==> src/rtl/mips_pipe_pkg.sv <==
// ============================================================================
// Module  : mips_pipe_pkg
// Brief   : Shared constants for the MIPS pipeline hazard/stall controller.
// Revision: 1.0 - initial release
// ============================================================================
`default_nettype none

package mips_pipe_pkg;

    localparam logic [1:0] c_RUN      = 2'd0;
    localparam logic [1:0] c_FREEZE   = 2'd1;
    localparam logic [1:0] c_ERROR    = 2'd2;

    localparam logic [4:0] c_REG_ZERO = 5'd0;

endpackage

`default_nettype wire

==> src/rtl/sat_counter.sv <==
// ============================================================================
// Module  : sat_counter
// Brief   : W-bit up counter that holds at all-ones instead of wrapping.
// Revision: 1.0 - initial release
// ============================================================================
`default_nettype none

module sat_counter #(
    parameter int W = 16
) (
    input  logic         clock,
    input  logic         reset,
    input  logic         inc,
    output logic [W-1:0] count
);

    logic [W-1:0] r_count;

    always_ff @(posedge clock or posedge reset) begin
        if (reset) begin
            r_count <= '0;
        end else if (inc && (r_count != {W{1'b1}})) begin
            r_count <= r_count + W'(1);
        end
    end

    assign count = r_count;

endmodule

`default_nettype wire

==> src/rtl/hazard_stall_ctrl.sv <==
// ============================================================================
// Module  : hazard_stall_ctrl
// Brief   : Load-use stall, branch flush and memory-freeze sequencing for the
//           5-stage MIPS pipe, with saturating debug counters.
// Revision: 1.0 - initial release
// ============================================================================
`default_nettype none

module hazard_stall_ctrl
    import mips_pipe_pkg::*;
#(
    parameter int MEM_TIMEOUT = 64,
    parameter int CNT_W       = 16
) (
    input  logic             clock,
    input  logic             reset,
    input  logic [4:0]       ifid_rs,
    input  logic [4:0]       ifid_rt,
    input  logic             id_uses_rs,
    input  logic             id_uses_rt,
    input  logic             idex_mem_read,
    input  logic [4:0]       idex_rt,
    input  logic             id_branch_taken,
    input  logic             id_jump,
    input  logic             exmem_mem_req,
    input  logic             dmem_ready,
    output logic             pc_write,
    output logic             ifid_write,
    output logic             ifid_flush,
    output logic             idex_bubble,
    output logic             freeze,
    output logic             mem_error,
    output logic [CNT_W-1:0] stall_cnt,
    output logic [CNT_W-1:0] flush_cnt,
    output logic [CNT_W-1:0] freeze_cnt
);

    localparam int TO_W = $clog2(MEM_TIMEOUT + 1);

    logic [1:0]      r_state;
    logic [1:0]      w_next_state;
    logic [TO_W-1:0] r_tcnt;
    logic [TO_W-1:0] w_tcnt_next;

    logic w_load_use;
    logic w_mem_wait;
    logic w_stall_inc;
    logic w_flush_inc;
    logic w_freeze_inc;

    // A load into $zero never produces a value, so it cannot cause a hazard.
    assign w_load_use = idex_mem_read && (idex_rt != c_REG_ZERO) &&
                        ((id_uses_rs && (idex_rt == ifid_rs)) ||
                         (id_uses_rt && (idex_rt == ifid_rt)));
    assign w_mem_wait = exmem_mem_req && !dmem_ready;

    always_ff @(posedge clock or posedge reset) begin
        if (reset) begin
            r_state <= c_RUN;
            r_tcnt  <= '0;
        end else begin
            r_state <= w_next_state;
            r_tcnt  <= w_tcnt_next;
        end
    end

    always_comb begin
        w_next_state = r_state;
        w_tcnt_next  = r_tcnt;
        case (r_state)
            c_RUN: begin
                if (w_mem_wait) begin
                    w_next_state = c_FREEZE;
                    w_tcnt_next  = TO_W'(1);
                end
            end
            c_FREEZE: begin
                if (dmem_ready) begin
                    w_next_state = c_RUN;
                    w_tcnt_next  = '0;
                end else begin
                    w_tcnt_next = r_tcnt + TO_W'(1);
                    if (w_tcnt_next >= TO_W'(MEM_TIMEOUT)) begin
                        w_next_state = c_ERROR;
                    end
                end
            end
            c_ERROR: begin
                w_next_state = c_ERROR;
            end
            default: begin
                w_next_state = c_RUN;
                w_tcnt_next  = '0;
            end
        endcase
    end

    always_comb begin
        pc_write     = 1'b0;
        ifid_write   = 1'b0;
        ifid_flush   = 1'b0;
        idex_bubble  = 1'b0;
        freeze       = 1'b0;
        w_stall_inc  = 1'b0;
        w_flush_inc  = 1'b0;
        w_freeze_inc = 1'b0;
        if (reset) begin
            idex_bubble = 1'b1;
        end else begin
            case (r_state)
                c_RUN: begin
                    if (w_mem_wait) begin
                        freeze       = 1'b1;
                        w_freeze_inc = 1'b1;
                    end else if (w_load_use) begin
                        idex_bubble = 1'b1;
                        w_stall_inc = 1'b1;
                    end else if (id_branch_taken || id_jump) begin
                        pc_write    = 1'b1;
                        ifid_write  = 1'b1;
                        ifid_flush  = 1'b1;
                        w_flush_inc = 1'b1;
                    end else begin
                        pc_write   = 1'b1;
                        ifid_write = 1'b1;
                    end
                end
                c_FREEZE: begin
                    freeze       = 1'b1;
                    w_freeze_inc = 1'b1;
                end
                c_ERROR: begin
                    freeze = 1'b1;
                end
                default: begin
                    freeze = 1'b1;
                end
            endcase
        end
    end

    assign mem_error = (r_state == c_ERROR);

    sat_counter #(.W(CNT_W)) u_stall_cnt (
        .clock (clock),
        .reset (reset),
        .inc   (w_stall_inc),
        .count (stall_cnt)
    );

    sat_counter #(.W(CNT_W)) u_flush_cnt (
        .clock (clock),
        .reset (reset),
        .inc   (w_flush_inc),
        .count (flush_cnt)
    );

    sat_counter #(.W(CNT_W)) u_freeze_cnt (
        .clock (clock),
        .reset (reset),
        .inc   (w_freeze_inc),
        .count (freeze_cnt)
    );

endmodule

`default_nettype wire

==> config.mk <==
export PLATFORM = sky130hd
export DESIGN_NAME = hazard_stall_ctrl
export DESIGN_NICKNAME = d
export VERILOG_FILES = /design/src/rtl/mips_pipe_pkg.sv /design/src/rtl/sat_counter.sv /design/src/rtl/hazard_stall_ctrl.sv
export SDC_FILE = /design/constraint.sdc
export NUM_CORES = 1
export LEC_CHECK = 0
export BUFFER_PORTS_ARGS = -buffer_cell sky130_fd_sc_hd__buf_2
export CORE_MARGIN = 8
export CORE_UTILIZATION = 37
export CTS_CLUSTER_DIAMETER = 100
export DETAILED_ROUTE_END_ITERATION = 12
export GPL_ROUTABILITY_DRIVEN = 0
export GPL_TIMING_DRIVEN = 0
export PLACE_DENSITY = 0.6
export SKIP_LAST_GASP = 1
export SLEW_MARGIN = 10
export SYNTH_ARGS = -nofsm -noshare
export SYNTH_HDL_FRONTEND = slang
export SYNTH_SLANG_ARGS = --single-unit
==> constraint.sdc <==
create_clock -name clock -period 2.5 [get_ports clock]
set_input_delay 0.5 -clock clock [delete_from_list [all_inputs] [get_ports clock]]
set_output_delay 0.5 -clock clock [all_outputs]
set_load 0.05 [all_outputs]
==> impl_summary.txt <==
----------------------------------------------------
[Clocking]
  CTS Root Buffer Type ... sky130_fd_sc_hd__clkbuf_8
  Insertion delay of the later-clocked pin in the worst-skew pair ... 330 ps
  Total CTS buffers ... 9
  Maximum clock path buffer count ... 2
  Clock net sink count ... 57
  Hold bufs inserted after CTS ... 0
  Number of H-tree branching levels ... 3
  Clock transition time at the flip-flop clock pins of the worst setup and hold paths ... 70 ps
  TritonCTS clock tree ... done

[Synth]
  Ys async rst share ... 100%
  Synth Flop Type ... sky130_fd_sc_hd__dfrtp_1
  Number of instances in the synthesized netlist ... 281
  Mean Syn Cell Area ... 10.6 um2
  Mux cell area share after synthesis ... 2.32%
  Area share of xor/xnor cells in the synthesized design ... 17.1%
  Sequential area share after synthesis ... 48.0%
  Combined area of all synthesized cells ... 2970 um2
  Number of warnings reported in the yosys synthesis log ... 0
  Post-synth EDFFs ... 0
  Adder-cell area share of the yosys netlist ... 1.68%
  Synth cell types ... 41
  Post-synthesis sequential element count ... 57
  Simple logic cell fraction of the synthesized area ... 24.1%
  Post-synthesis compound-gate area fraction ... 5.10%
  Synth Net Count ... 309
  Combinational family with the most area after synthesis ... simple AND/OR/NAND/NOR gates

[Hold path]
  Worst Hold Class ... input port to asynchronous set/reset pin

[Critical path]
  Endpoint of the lowest-slack register-to-register path ... u_flush_cnt.count[1]
  Crit path max-delay cell type ... sky130_fd_sc_hd__or4_1
  Cells along the critical path ... buf_2, or4_1, o21a_4, nand2_8, and2_4, buf_4, buf_6
  CP Launch Type ... input port
  Crit path largest cell delay ... 550 ps
  Setup crit end kind ... primary output
  Arrival time worst endpoint ... 1950 ps
  Crit path kind ... input port to primary output
  Maximum fanout count along the critical path ... 13
  Worst r2r path cells ... 6
  Required arrival time at the worst endpoint ... 2000 ps
  Source of the worst register-to-register timing path ... u_flush_cnt.count[0]
  Reg-to-reg setup timing slack ... 490 ps

[STA]
  Worst relative slew slack ... 63.6%
  Maximum clock frequency ... 0.408 GHz
  Slew Viols, Final ... 0
  Part of the cycle the worst path needs ... 97.9%
  Minimum period implied by the final worst setup slack ... 2450 ps
  Number of hold violations in the final report ... 0
  Worst hold slack after final layout ... 251 ps
  Slew at the pin with the worst max-slew slack ... 546 ps
  Skew final ... 6.35 ps
  Final Setup Violations ... 0
  Unrepaired setup endpoints after global routing ... false

[Run]
  Number of violations of the max-capacitance limit ... 0

[Global route]
  Vias in the first global route ... 2426
  Global-route wire length before repair ... 12.1 mm
  Initial antenna violation count ... 0
  Overall fraction of global-route tracks in use ... 13.2%
  Total global routing overflow ... 0
  Largest net degree at the start of global routing ... 37

[Final layout]
  Filler cells ... 755
  Sequential cell area ... 1430 um2
  Post-synthesis to final-layout area growth ... 26.3%
  Utilization of the core after routing ... 48.3%
  Total Nets Final ... 399
  Fraction of final layout cells with drive strength greater than 1 ... 31.1%
  Layout Cell Area excl Fill ... 3750 um2
  Antenna Diode Count ... 0
  Area of the multi-input gates ... 1530 um2

[Detailed routing]
  Total wirelength of the detailed-routed design ... 7.12 mm
  Detailed-route wire length per cell ... 14.9 um
  Average vias per placed instance ... 4.98
  Router iterations before antenna repair ... 4
  Detailed-route via count ... 2382
  Iteration-0 DRC count of the detailed router ... 57
  DRC violation count after routing ... 0
  Remaining antenna violation count ... 0

[Floorplan]
  Number of I/O pins ... 78
  Die Y-Extent ... 106 um
  Initial Utilization ... 38.2%
  Area of the die ... 11200 um2
  Floorplan core area ... 7770 um2
  Row cnt ... 32
  Width of the die ... 106 um

[Power]
  Peak ir drop on the vdd network ... 0.000720 V
  Combinational cell fraction of total power ... 27.8%
  Internal power ... 1.74 mW
  Portion of total power attributed to sequential cells ... 41.7%
  Total power ... 2.77 mW
  Clock power frac ... 30.5%
  P per Cell Area ... 738 nW/um2
  Switching Share ... 37.3%
  Psw ... 1.03 mW
  Static leakage ... 1.82 nW

[Outcome]
  Run status ... complete, no violations

[Placed design]
  Post-DP Area ... 3510 um2
  Number of input and output port buffers inserted ... 77
  Placed wire-length estimate ... 5.29 mm

----------------------------------------------------
-- kinds of logic after synthesis --
kind of cell               Yosys count
buffers and inverters                9
adders and majority gates            4
and+or+nand+nor                    128
muxes                                6
AOI/OAI and AO/OA                   19
xor gates and xnor gates            58
DFF                                 57
-- Yosys cell counts (all sizes together), types with 2 or more instances --
cell type	count	area, um2
a21oi	3	26.3
a31oi	3	33.8
and2	3	18.8
and3	11	68.8
and4	4	35.0
buf	5	36.3
dfrtp	57	1430
ha	4	50.1
inv	4	15.0
mux2	4	48.8
mux2i	2	20.0
nand2	29	114
nand3	24	120
nand4	18	113
nor2	17	63.8
nor2b	2	12.5
nor3	13	81.3
nor4	3	46.3
o21ai	8	43.8
xnor2	35	307
xor2	23	201
-- worst max-delay path: cells and delay by family --
| family | cells | cell delay (ps) |
|---|---|---|
| buffers and inverters | 3 | 360 |
| AO/OA/AOI/OAI | 1 | 260 |
| AND/OR/NAND/NOR | 3 | 820 |
-- power groups by stage --
| stage | Sequential [mW] | Clock (mW) | Combinational [mW] |
|---|---|---|---|
| finish | 1.16 | 0.845 | 0.770 |
| detailed placement | 1.17 | 0 | 0.768 |
| global route | 1.18 | 0.915 | 0.825 |
| CTS | 1.16 | 0.867 | 0.776 |
| floorplan | 1.47 | 0 | 0.252 |
| global placement | 1.17 | 0 | 0.755 |
-- how the worst max path moves through the flow --
stage / start / end / slack (ps)
global placement: reset / idex_bubble / -460
CTS: idex_rt[1] / pc_write / -10
global route: idex_rt[1] / pc_write / 3
floorplan: reset / idex_bubble / -70
detailed placement: idex_rt[1] / pc_write / -310
finish: idex_rt[1] / pc_write / 50
-- layer usage --
metal	share of wire, %	vias up	GRT usage (%)	routed length (um)
li1	-	1169	-	-
met1	46	1144	16.7	3270
met2	46	58	20.2	3310
met3	5.8	11	4.20	412
met4	1.9	0	6.03	134
met5	0	-	0	0
-- flip-flops by register name (all words and copies together), names as in the netlist --
| name | count |
|---|---|
| u_stall_cnt.count | 16 |
| r_tcnt | 7 |
| u_flush_cnt.count | 16 |
| u_freeze_cnt.count | 16 |
| r_state | 2 |
-- layout make-up --
class / instances / share of cell area, %
Multi-Input combinational cell: 215 / 40.7
Sequential cell: 57 / 38.0
Timing Repair Buffer: 80 / 11.5
Clock buffer: 13 / 3.97
Tap cell: 102 / 3.40
Clock inverter: 3 / 1.07
Buffer: 4 / 0.834
Inverter: 4 / 0.500
-- placed cells by master, fill, tap and decap left out, types with 2 or more instances in the layout --
cell,count
sky130_fd_sc_hd__o21ai_0,7
sky130_fd_sc_hd__clkinv_2,2
sky130_fd_sc_hd__ha_1,4
sky130_fd_sc_hd__and4_1,4
sky130_fd_sc_hd__and2_1,2
sky130_fd_sc_hd__nor3_1,11
sky130_fd_sc_hd__xor2_1,23
sky130_fd_sc_hd__nand4_1,18
sky130_fd_sc_hd__nor2b_1,2
sky130_fd_sc_hd__mux2i_1,2
sky130_fd_sc_hd__xnor2_1,35
sky130_fd_sc_hd__and3_1,11
sky130_fd_sc_hd__mux2_2,2
sky130_fd_sc_hd__dfrtp_1,57
sky130_fd_sc_hd__buf_4,5
sky130_fd_sc_hd__clkbuf_1,3
sky130_fd_sc_hd__nand2_1,27
sky130_fd_sc_hd__nor4_2,2
sky130_fd_sc_hd__a31oi_1,2
sky130_fd_sc_hd__inv_1,3
sky130_fd_sc_hd__nor2_1,17
sky130_fd_sc_hd__clkbuf_8,10
sky130_fd_sc_hd__nand3_1,24
sky130_fd_sc_hd__buf_2,75
sky130_fd_sc_hd__buf_6,2
-- metrics by stage --
stage	TNS, ps	instances	worst slack [ps]
after global routing	0	478	3.44
after global placement	-993	460	-463
after CTS	-12.9	477	-12.9
after detailed placement	-631	461	-313
after floorplan	-74.9	281	-74.9
final	0	478	52.0
-- timing repair --
| item | CTS | global route |
|---|---|---|
| setup buffers | 1 | 1 |
| gates resized for setup | 4 | 4 |
| pin swaps | 1 | 0 |
| endpoints found under the setup margin | 4 | 4 |
No activity file was read; power rests on OpenSTA's default activity.
